**config.mk**
```make
export PLATFORM = sky130hd
export DESIGN_NAME = ifu
export DESIGN_NICKNAME = d
export VERILOG_FILES = /design/src/rtl/ifu_pkg.sv /design/src/rtl/ifu_npc.sv /design/src/rtl/ifu.sv
export SDC_FILE = /design/constraint.sdc
export NUM_CORES = 1
export LEC_CHECK = 0
export CORE_AREA = 2 2 152 117
export CTS_CLUSTER_SIZE = 24
export DETAILED_ROUTE_END_ITERATION = 12
export DIE_AREA = 0 0 154 119
export PLACE_DENSITY = 0.77
export SLEW_MARGIN = 10
export SYNTH_ARGS = -nofsm -noshare
export SYNTH_HDL_FRONTEND = slang
export SYNTH_HIERARCHICAL = 1
export SYNTH_SLANG_ARGS = --single-unit
export TNS_END_PERCENT = 100
```
**constraint.sdc**
```tcl
create_clock -name clk -period 3.15 [get_ports clk]
set_input_delay 0.63 -clock clk [delete_from_list [all_inputs] [get_ports clk]]
set_output_delay 0.63 -clock clk [all_outputs]
set_load 0.05 [all_outputs]
```
**src/rtl/ifu_pkg.sv**
```systemverilog
// IFU shared constants: reset/exception addresses, instruction-memory window,
// next-PC select encodings and the fetch-address legality check.
package ifu_pkg;

  localparam logic [31:0] PC_RESET   = 32'h0000_3000;
  localparam logic [31:0] EXC_VECTOR = 32'h0000_4180;
  localparam logic [31:0] IM_BASE    = 32'h0000_3000;
  localparam logic [31:0] IM_LAST    = 32'h0000_4FFC;

  typedef enum logic [1:0] {
    NPC_SEQ  = 2'd0,
    NPC_BR   = 2'd1,
    NPC_JUMP = 2'd2,
    NPC_REG  = 2'd3
  } npc_sel_e;

  // A fetch address is legal only when word-aligned and inside the IM window.
  function automatic logic addr_err(input logic [31:0] addr);
    return (addr[1:0] != 2'b00) || (addr < IM_BASE) || (addr > IM_LAST);
  endfunction

endpackage

```
**src/rtl/ifu_npc.sv**
```systemverilog
// Combinational next-PC selection for the IFU.
// Priority: exc_req > eret > stall (hold) > npc_sel.
module ifu_npc
  import ifu_pkg::*;
(
  input  logic [31:0] pc,
  input  logic [3:0]  id_pc4_hi,
  input  npc_sel_e    npc_sel,
  input  logic [31:0] br_target,
  input  logic [25:0] j_index,
  input  logic [31:0] jr_target,
  input  logic        exc_req,
  input  logic        eret,
  input  logic [31:0] epc,
  input  logic        stall,
  output logic [31:0] npc,
  output logic [31:0] pc4,
  output logic        redirect
);

  logic [31:0] sel_target;

  // 32-bit modulo add: 0xFFFF_FFFC + 4 wraps to 0.
  assign pc4 = pc + 32'd4;

  always_comb begin
    sel_target = pc4;
    unique case (npc_sel)
      NPC_SEQ:  sel_target = pc4;
      NPC_BR:   sel_target = br_target;
      NPC_JUMP: sel_target = {id_pc4_hi, j_index, 2'b00};
      NPC_REG:  sel_target = jr_target;
      default:  sel_target = pc4;
    endcase
  end

  always_comb begin
    npc      = pc;
    redirect = 1'b0;
    if (exc_req) begin
      npc      = EXC_VECTOR;
      redirect = 1'b1;
    end else if (eret) begin
      npc      = epc;
      redirect = 1'b1;
    end else if (stall) begin
      npc      = pc;
    end else begin
      npc      = sel_target;
    end
  end

endmodule

```
**src/rtl/ifu.sv**
```systemverilog
// Instruction fetch unit: PC register, IF/ID pipeline register and next-PC mux.
// Optional fetch-address checking is enabled by defining IFU_ADDR_CHECK_EN.
module ifu
  import ifu_pkg::*;
(
  input  logic        clk,
  input  logic        reset,
  input  logic        stall,
  input  logic [1:0]  npc_sel,
  input  logic [31:0] br_target,
  input  logic [25:0] j_index,
  input  logic [31:0] jr_target,
  input  logic        exc_req,
  input  logic        eret,
  input  logic [31:0] epc,
  output logic [31:0] im_pc,
  input  logic [31:0] im_instr,
  output logic [31:0] id_instr,
  output logic [31:0] id_pc,
  output logic [31:0] id_pc4,
  output logic        id_valid,
  output logic        fetch_exc
);

  logic [31:0] pc;
  logic [31:0] npc;
  logic [31:0] pc4;
  logic        redirect;
  logic [31:0] fetch_word;

  ifu_npc u_npc (
    .pc        (pc),
    .id_pc4_hi (id_pc4[31:28]),
    .npc_sel   (npc_sel_e'(npc_sel)),
    .br_target (br_target),
    .j_index   (j_index),
    .jr_target (jr_target),
    .exc_req   (exc_req),
    .eret      (eret),
    .epc       (epc),
    .stall     (stall),
    .npc       (npc),
    .pc4       (pc4),
    .redirect  (redirect)
  );

  assign im_pc = pc;

`ifdef IFU_ADDR_CHECK_EN
  logic fetch_err;
  logic fetch_exc_q;

  assign fetch_err  = addr_err(pc);
  // A faulting fetch enters IF/ID as a NOP but keeps its PC for the handler.
  assign fetch_word = fetch_err ? 32'h0 : im_instr;
  assign fetch_exc  = fetch_exc_q;

  always_ff @(posedge clk) begin
    if (reset) begin
      fetch_exc_q <= 1'b0;
    end else if (redirect) begin
      fetch_exc_q <= 1'b0;
    end else if (!stall) begin
      fetch_exc_q <= fetch_err;
    end
  end
`else
  assign fetch_word = im_instr;
  assign fetch_exc  = 1'b0;
`endif

  // id_valid=1 marks a real instruction in IF/ID; a redirect inserts a bubble
  // (id_valid=0, id_instr=0) and leaves id_pc/id_pc4 at their last values.
  always_ff @(posedge clk) begin
    if (reset) begin
      pc       <= PC_RESET;
      id_instr <= 32'h0;
      id_pc    <= PC_RESET;
      id_pc4   <= PC_RESET + 32'd4;
      id_valid <= 1'b0;
    end else if (redirect) begin
      pc       <= npc;
      id_instr <= 32'h0;
      id_valid <= 1'b0;
    end else if (!stall) begin
      pc       <= npc;
      id_instr <= fetch_word;
      id_pc    <= pc;
      id_pc4   <= pc4;
      id_valid <= 1'b1;
    end
  end

endmodule

```
### Word-level counts from Yosys, hierarchy flattened

Cells that the tools add are included.
W data, S select, Z words.

* register bits after elaboration: 129
* bits in latches: 0
* RAM bits: 0
* bits in read-only memories: 0
* input port bits: 161
* logic and storage cells: 23
* memories: 0

* $add $sub $neg: 1
* $mul: 0
* divide/modulo/power cells: 0
* $lt $le $gt $ge: 0
* eq/ne operators: 4
* shifts and indexed selects: 0
* multiplexer cells: 8
* bitwise operators: 2
* reduce and logical (&&, ||, !) cells: 3

Operators with widths (number)
* $mux W32: 5
* $pmux W32 S4: 1
* $add A32 B3 Y32 const B: 1
* $eq A2 B2 Y1 const B: 2
* $eq A2 B1 Y1 const B: 1
* $logic_not A2 Y1: 1
* $mux W1: 2
* $ne A2 B1 Y1 const B: 1
* $not A1 Y1: 2
* $reduce_and A2 Y1: 1
* $reduce_or A2 Y1: 1

### Logic depth before layout (Yosys ltp)

Gate-level depths: netlist of the first run.

* word-level depth: 7
* mapped depth: 10

### Modules after synthesis

Netlist of the first run, hierarchy kept.

Modules (own cells, without submodules)
* ifu: instances 1, cells an instance 499, area an instance 5181.2 um^2
* ifu_npc: instances 1, cells an instance 356, area an instance 2277.2 um^2

### Worst setup path before layout of the first run

No wires, ideal clock.

* path type: flip-flop to flip-flop
* start: register pc[2], in the netlist im_pc[2]
* end: register id_pc4[30]
* library setup time: 0.070 ns
* data arrival time: 2.672 ns
* required time: 3.080 ns
* setup slack: 0.408 ns
* stages on the path, launching flop included: 10
* path buffers: 2
* period minus slack after synthesis: 2.742 ns
* path through: dfxtp_1 -> ha_1 -> clkbuf_1 -> and3_1 -> nand3_1 -> buf_2 -> or4_1 -> nand2_1 -> or3b_1 -> a21oi_1

* longest elaborated chain between the ends: 1

Ends and longest elaborated chain
* start: declaration: RTL line ifu.sv:25 `logic [31:0] pc;`
* start signal: assignment: RTL line ifu.sv:82 `pc <= npc;`
* start signal: assignment: RTL line ifu.sv:86 `pc <= npc;`
* $add A32 B3 Y32: RTL line ifu_npc.sv:24 `assign pc4 = pc + 32'd4;`
* via pc4[30]: RTL line ifu.sv:27 `logic [31:0] pc4;`
* end signal: assignment: RTL line ifu.sv:79 `id_pc4 <= PC_RESET + 32'd4;`
* end signal: assignment: RTL line ifu.sv:89 `id_pc4 <= pc4;`
* end: declaration: RTL line ifu.sv:20 `output logic [31:0] id_pc4,`

The timed path passes the listed nets, and every way through them passes these cells.
A chain may end at the register's enable or synchronous reset.

### Worst setup path after layout of the first run

* start: register pc[2], in the netlist im_pc[2]
* end: register id_pc4[20]

Same word-level chain as after synthesis.

==> flow_summary.yaml, run 1 <==
run_status:
  outcome: "complete, no violations"
floorplanning:
  io_pins: 291
  core-area_mm2: 0.0171
  fp-row-count: 42
  die_h_um: 119
  die_x_um: 154
  die_area_mm2: 0.0183
  start_util_pct: 43.7
critical_path:
  worst_ep_required_time_ns: 3.51
  path_cells: "ha_1 > and3_1 > nand3_1 > or4_1 > nand2_1 > or3b_1 > a21oi_1"
  cp-end-kind: "register"
  crit_type: "reg2reg"
  worstPathMaxFanout: 11
  cpPeakStageDelay_ns: 0.62
  worstPathArrival_ns: 3.03
  critPathLaunchType: "register"
  cpMaxStageDelayCell: "or4_1"
  ff2ff_path_depth: 7
placement:
  hpwlAfterDp_um: 19800
  dpl_cell_area_mm2: 0.0105
  port_buffers: 289
  gp_congestion: 0.928
global_routing:
  grt_pass1_vias: 7217
  grt-ovfl-total: 0
  antenna_found_initial: 0
  grt_pass1_wl_um: 41800
  grt_max_degree: 106
  grt_util_all_layers_pct: 29.3
hold_path:
  hold_path.class: "reg2reg"
  worstHoldPathCells: 2
pwr:
  power_leakage_uw: 0.00424
  ir_drop_mv: 0.276
  power.density_mw_per_mm2: 421
  power_uw: 4650
logic_synthesis:
  synth-edff-count: 0
  synth.distinct_cells: 56
  syn_nets: 1017
  synth_ff_type: "dfxtp_1"
  synth.avg_cell_area_um2: 8.72
  yosysWarningCount: 6
  syn-cell-area_mm2: 0.00746
  synth_cells: 855
  ys_seq_area_share_pct: 34.6
  synth_seq_cells: 129
  async_flop_share_pct: 0
timing:
  rsz0062_at_grt: "no"
  fin_skew_ns: 0.00840
  timing.slew.headroom_pct: 24.8
  final.period_utilization_pct: 84.8
  post-route-min-period_ns: 2.67
  worst_pin_slew_ns: 1.13
  max_freq_mhz: 374
  finalSetupTns_ns: 0
  final_hold_viol_count: 0
  slew_violations: 0
  setup_viol: 0
clocking:
  clkTransAtPathRegs_ns: 0.07
  htreeDepth: 4
  cts_buffer_depth: 2
  cts_root_buffer: "clkbuf_16"
  cts_setup_buffers: 0
  cts.sinks: 129
  insertion_delay_ns: 0.43
  cts_tree: "yes"
  numCtsBuffers: 17
  cts_hold_buf: 0
  cts_resized: 0
detailed_routing:
  drt-initial-drc-count: 889
  drt_drc_violations_left: 0
  wirelength_um: 27200
  via_per_inst: 5.60
  wl_per_cell_um: 20.1
  dr.pass1.iters: 9
  postRouteAntennaNets: 0
  vias: 7575
final_layout:
  regArea_mm2: 0.00258
  final_util_pct: 64.7
  multi_input_area_mm2: 0.00437
  syn_to_final_growth_pct: 48.1
  n_antenna_cell: 0
  postLayoutCellArea_mm2: 0.0110
  fin_nets: 1281
  drive_gt1_share_pct: 7.77
  fillCellCount: 1455
run:
  drv_cap: 0
## layout by cell type, fill, tap and decap left out, drive strengths merged, types with 2 or more instances in the layout
cell type and instances:
xor2 11, a211oi 5, nor2 65, o221ai 13
o31a 7, o21ai 44, and2 3, a31oi 2
a21oi 69, or3b 31, nand3 19, dfxtp 129
o31ai 11, and3 3, or3 6, nand2b 93
a22o 9, mux4 4, nand2 44, nor3 10
or4 4, or2 6, clkbuf 17, nand4 6
inv 23, buf 36, a221oi 5, mux2i 122
and4 6, or4b 2, clkdlybuf4s50 286, mux2 3
clkinv 6, o211ai 4, nor4 8, xnor2 7
## final cells by class
cell class | instances | area share (%)
timing repair buffer | 322 | 28.7
sequential | 129 | 23.4
clock buffer | 17 | 3.85
clock inverter | 15 | 1.54
multi-input combinational | 633 | 39.5
tap | 220 | 2.49
inverter | 16 | 0.544
## routing by layer
layer,vias to the layer above,global-route usage (%),routed length (um)
met2,386,43.8,11800
met3,52,8.11,2700
met1,3550,41.4,12100
met4,0,8.18,536
li1,3587,-,-
met5,-,0,0
## state kept, by name, indices dropped and copies added (netlist names)
register	flops
id_instr	32
id_pc	32
id_pc4	32
id_valid	1
im_pc	32
## cells in the mapped netlist, drive strengths merged, types with 4 or more instances
library cell | count | share of area [%]
dfxtp | 129 | 35
mux2i | 122 | 16
nand2b | 93 | 7.8
a21oi | 69 | 4.6
nor2 | 65 | 3.4
nand2 | 44 | 2.2
o21ai | 44 | 3.0
clkbuf | 41 | 2.1
buf | 36 | 4.0
or3b | 31 | 3.6
nand3 | 19 | 1.3
inv | 16 | 0.81
o221ai | 13 | 1.5
o31ai | 11 | 1.1
xor2 | 11 | 1.3
nor3 | 10 | 0.67
a22o | 9 | 1.1
nor4 | 8 | 0.75
o31a | 7 | 0.82
xnor2 | 7 | 0.82
and4 | 6 | 0.74
nand4 | 6 | 0.70
or2 | 6 | 0.50
or3 | 6 | 0.50
a211oi | 5 | 0.50
a221oi | 5 | 0.59
mux4 | 4 | 1.2
o211ai | 4 | 0.40
or4 | 4 | 0.40
## worst max-delay path: cells and delay by family, from the launching register on
family,cells,cell delay [ns]
and+or+nand+nor,5,1.69
adders and majority gates,1,0.30
DFF,1,0.50
AOI/OAI and AO/OA,1,0.12
## power by group
group	internal (uW)	total, uW	switching, uW	leakage [uW]
logic	434	929	495	0.00290
registers	1680	1730	58.3	0.00105
clock network	1130	1990	865	0.000290
## through the flow
stage | hold WS, ns | worst slack (ns) | std cells
6_report | 0.454 | 0.479 | 1352
5_1_grt | 0.476 | 0.368 | 1352
4_1_cts | 0.457 | 0.544 | 1352
3_5_place_dp | 0.446 | 0.413 | 1320
3_3_place_gp | 0.437 | 0.450 | 1320
2_1_floorplan | 0.668 | 0.408 | 855
## path summary, 6_finish.rpt
check	startpoint	end	slack, ns
min	id_valid	id_valid	0.45
max	im_pc[2]	id_pc4[20]	0.48
max reg2reg	im_pc[2]	id_pc4[20]	0.48
min reg2reg	id_valid	id_valid	0.45
## kinds of logic (layout without fill, tap and decap cells)
group	Yosys count	count (layout)	share of synthesized area [%]
muxes	129	129	18.0
xor gates and xnor gates	18	18	2.11
adders and majority gates	1	1	0.168
other	1	1	0.0503
buffers and inverters	93	370	6.86
DFF	129	129	34.6
AOI/OAI and AO/OA	176	176	14.6
and+or+nand+nor	308	308	23.6
Note: power is estimated with default switching activity, not from simulation.
==> inputs of run 2 (changes only) <==
- CORE_AREA: 2 2 152 117 -> 2 2 161 124
- DIE_AREA: 0 0 154 119 -> 0 0 163 126
- PLACE_DENSITY: 0.77 -> 0.72
- clock period: 3.15 -> 2.2 ns (I/O delays scaled with it)
==> run 2 against run 1 <==
The flow now finishes with violations (setup timing). Setup slack worse by 0.50 ns. Clock skew is 0.00057 ns higher. Largest power group unchanged. First-iteration DRC count is 31% lower. Fmax is 20% higher. Highest routed layer unchanged. Wire length is 4.6% higher. Clock power is 41% higher. Combinational power is 57% higher. Total power is 45% higher. Via count is 2.2% higher. Register-to-register slack worse by 0.50 ns. Count of clock-buffer cells in the layout stayed put.
==> flow_summary.yaml, run 2 (same netlist as run 1, synthesis figures left out) <==
critical_path:
  cpMaxStageDelayCell: "or3b_4"
  worst-path-buf-inv: 1
  worst_ep_required_time_ns: 2.57
  ff2ff_setup_slack_ns: -0.02
  cpPeakStageDelay_ns: 0.47
  cp_common_cell: "or3b_4"
  worstPathMaxFanout: 7
  path_cells: "nand4_1 > or3b_4 > buf_6 > or4_4 > nand2_1 > or3b_4 > a21oi_2"
  crit_type: "reg2reg"
  cpLargestDelayFamily: "simple AND/OR/NAND/NOR gates"
  cp-end-kind: "register"
  worstPathArrival_ns: 2.59
  critPathLaunchType: "register"
floorplanning:
  die_x_um: 163
  core-area_mm2: 0.0190
  die_h_um: 126
  die_area_mm2: 0.0205
  fp-row-count: 44
  io_pins: 291
  start_util_pct: 39.3
timing:
  worst_pin_slew_ns: 0.571
  post-route-min-period_ns: 2.22
  finalSetupTns_ns: -0.0331
  rsz0062_at_grt: "yes"
  final.period_utilization_pct: 101
  final_hold_viol_count: 0
  slew_violations: 0
  max_freq_mhz: 450
  hold_slack_ns: 0.451
  worst_slack_ns: -0.0226
  fin_skew_ns: 0.00897
  setup_viol: 4
  timing.slew.headroom_pct: 61.8
detailed_routing:
  drt_drc_violations_left: 0
  drt-initial-drc-count: 611
  dr.pass1.iters: 7
  vias: 7744
  wirelength_um: 28400
  wl_per_cell_um: 19.6
  postRouteAntennaNets: 0
  via_per_inst: 5.35
clocking:
  cts_tree: "yes"
  cts.sinks: 129
  htreeDepth: 4
  cts_root_buffer: "clkbuf_16"
  clkTransAtPathRegs_ns: 0.07
  cts_buffer_depth: 2
  numCtsBuffers: 17
  insertion_delay_ns: 0.43
global_routing:
  grt_pass1_vias: 7432
  grt_max_degree: 50
  antenna_found_initial: 0
  grt_util_all_layers_pct: 27.5
  grt_pass1_wl_um: 43500
  grt-ovfl-total: 0
final_layout:
  final_util_pct: 62.4
  fin_nets: 1344
  syn_to_final_growth_pct: 58.8
  n_antenna_cell: 0
  layout_common_cells: "264 x clkdlybuf4s50_1, 122 x mux2i_1, 108 x dfxtp_1"
  final_common_cell: "clkdlybuf4s50_1"
  drive_gt1_share_pct: 16.5
  postLayoutCellArea_mm2: 0.0118
  fillCellCount: 1641
pwr:
  ir_drop_mv: 0.443
  power.density_mw_per_mm2: 568
  power_leakage_uw: 0.00481
placement:
  dp_slack_ns: -0.195
  port_buffers: 289
  hpwlAfterDp_um: 21500
  dpl_cell_area_mm2: 0.0111
  gp_congestion: 0.966
run_status:
  violations: "setup timing"
  outcome: "finished with violations"
hold_path:
  hold_path.class: "reg2reg"
run:
  drv_cap: 0
run 2: changes by cell type in the layout (fill, tap and decap cells not counted), moves of 9 or more:
cell	before	now
dfxtp_2	0	12
dlygate4sd2_1	0	10
dfxtp_1	129	108
buf_4	32	85
dlymetal6s2s_1	0	10
clkdlybuf4s50_1	286	264
dfxtp_4	0	9
run 2: metal layers:
metal	vias up	routed length [um]	global-route usage, %	share of wire [%]
li1	3706	-	-	-
met1	3643	13500	39.9	47
met2	351	12100	40.3	43
met3	44	2230	6.39	7.9
met4	0	631	8.69	2.2
met5	-	0	0	0
run 2: timing repair:
| item | CTS | global route |
|---|---|---|
| hold buffers | 0 | 0 |
| pin swaps | 3 | 7 |
| endpoints found under the setup margin | 19 | 33 |
| buffers inserted | 1 | 2 |
| cloned | 0 | 1 |
| resized for setup | 16 | 35 |
run 2: layout make-up:
| class | instances | area, um^2 | share of cell area, % |
|---|---|---|---|
| Timing Repair Buffer | 385 | 3750 | 31.7 |
| Tap cell | 253 | 317 | 2.67 |
| Multi-Input combinational cell | 633 | 4500 | 38.0 |
| Clock buffer | 17 | 425 | 3.59 |
| Sequential cell | 129 | 2630 | 22.2 |
| Inverter | 16 | 60.1 | 0.507 |
| Clock inverter | 15 | 164 | 1.38 |
run 2: tightest hold or removal path, stage by stage (launching register included):
cell	delay, ns
dfxtp_1	0.31
inv_1	0.05
a21oi_1	0.05
run 2: where the power goes:
group	internal, uW	switching (uW)	total [uW]
clock network	1520	1290	2810
registers	2400	53.1	2450
logic	693	771	1460
total	4610	2120	6730
run 2: worst paths after layout:
check,start,end,cells past startpoint
setup / recovery,im_pc[2],id_pc4[29],7
hold / removal,id_valid,id_valid,2
setup reg to reg,im_pc[2],id_pc4[29],7
hold reg to reg,id_valid,id_valid,2
run 2: per-stage QoR:
step	power [uW]	instances
floorplan	3250	855
global placement	3930	1412
detailed placement	3940	1412
CTS	6740	1445
global route	6950	1448
finish	6730	1448
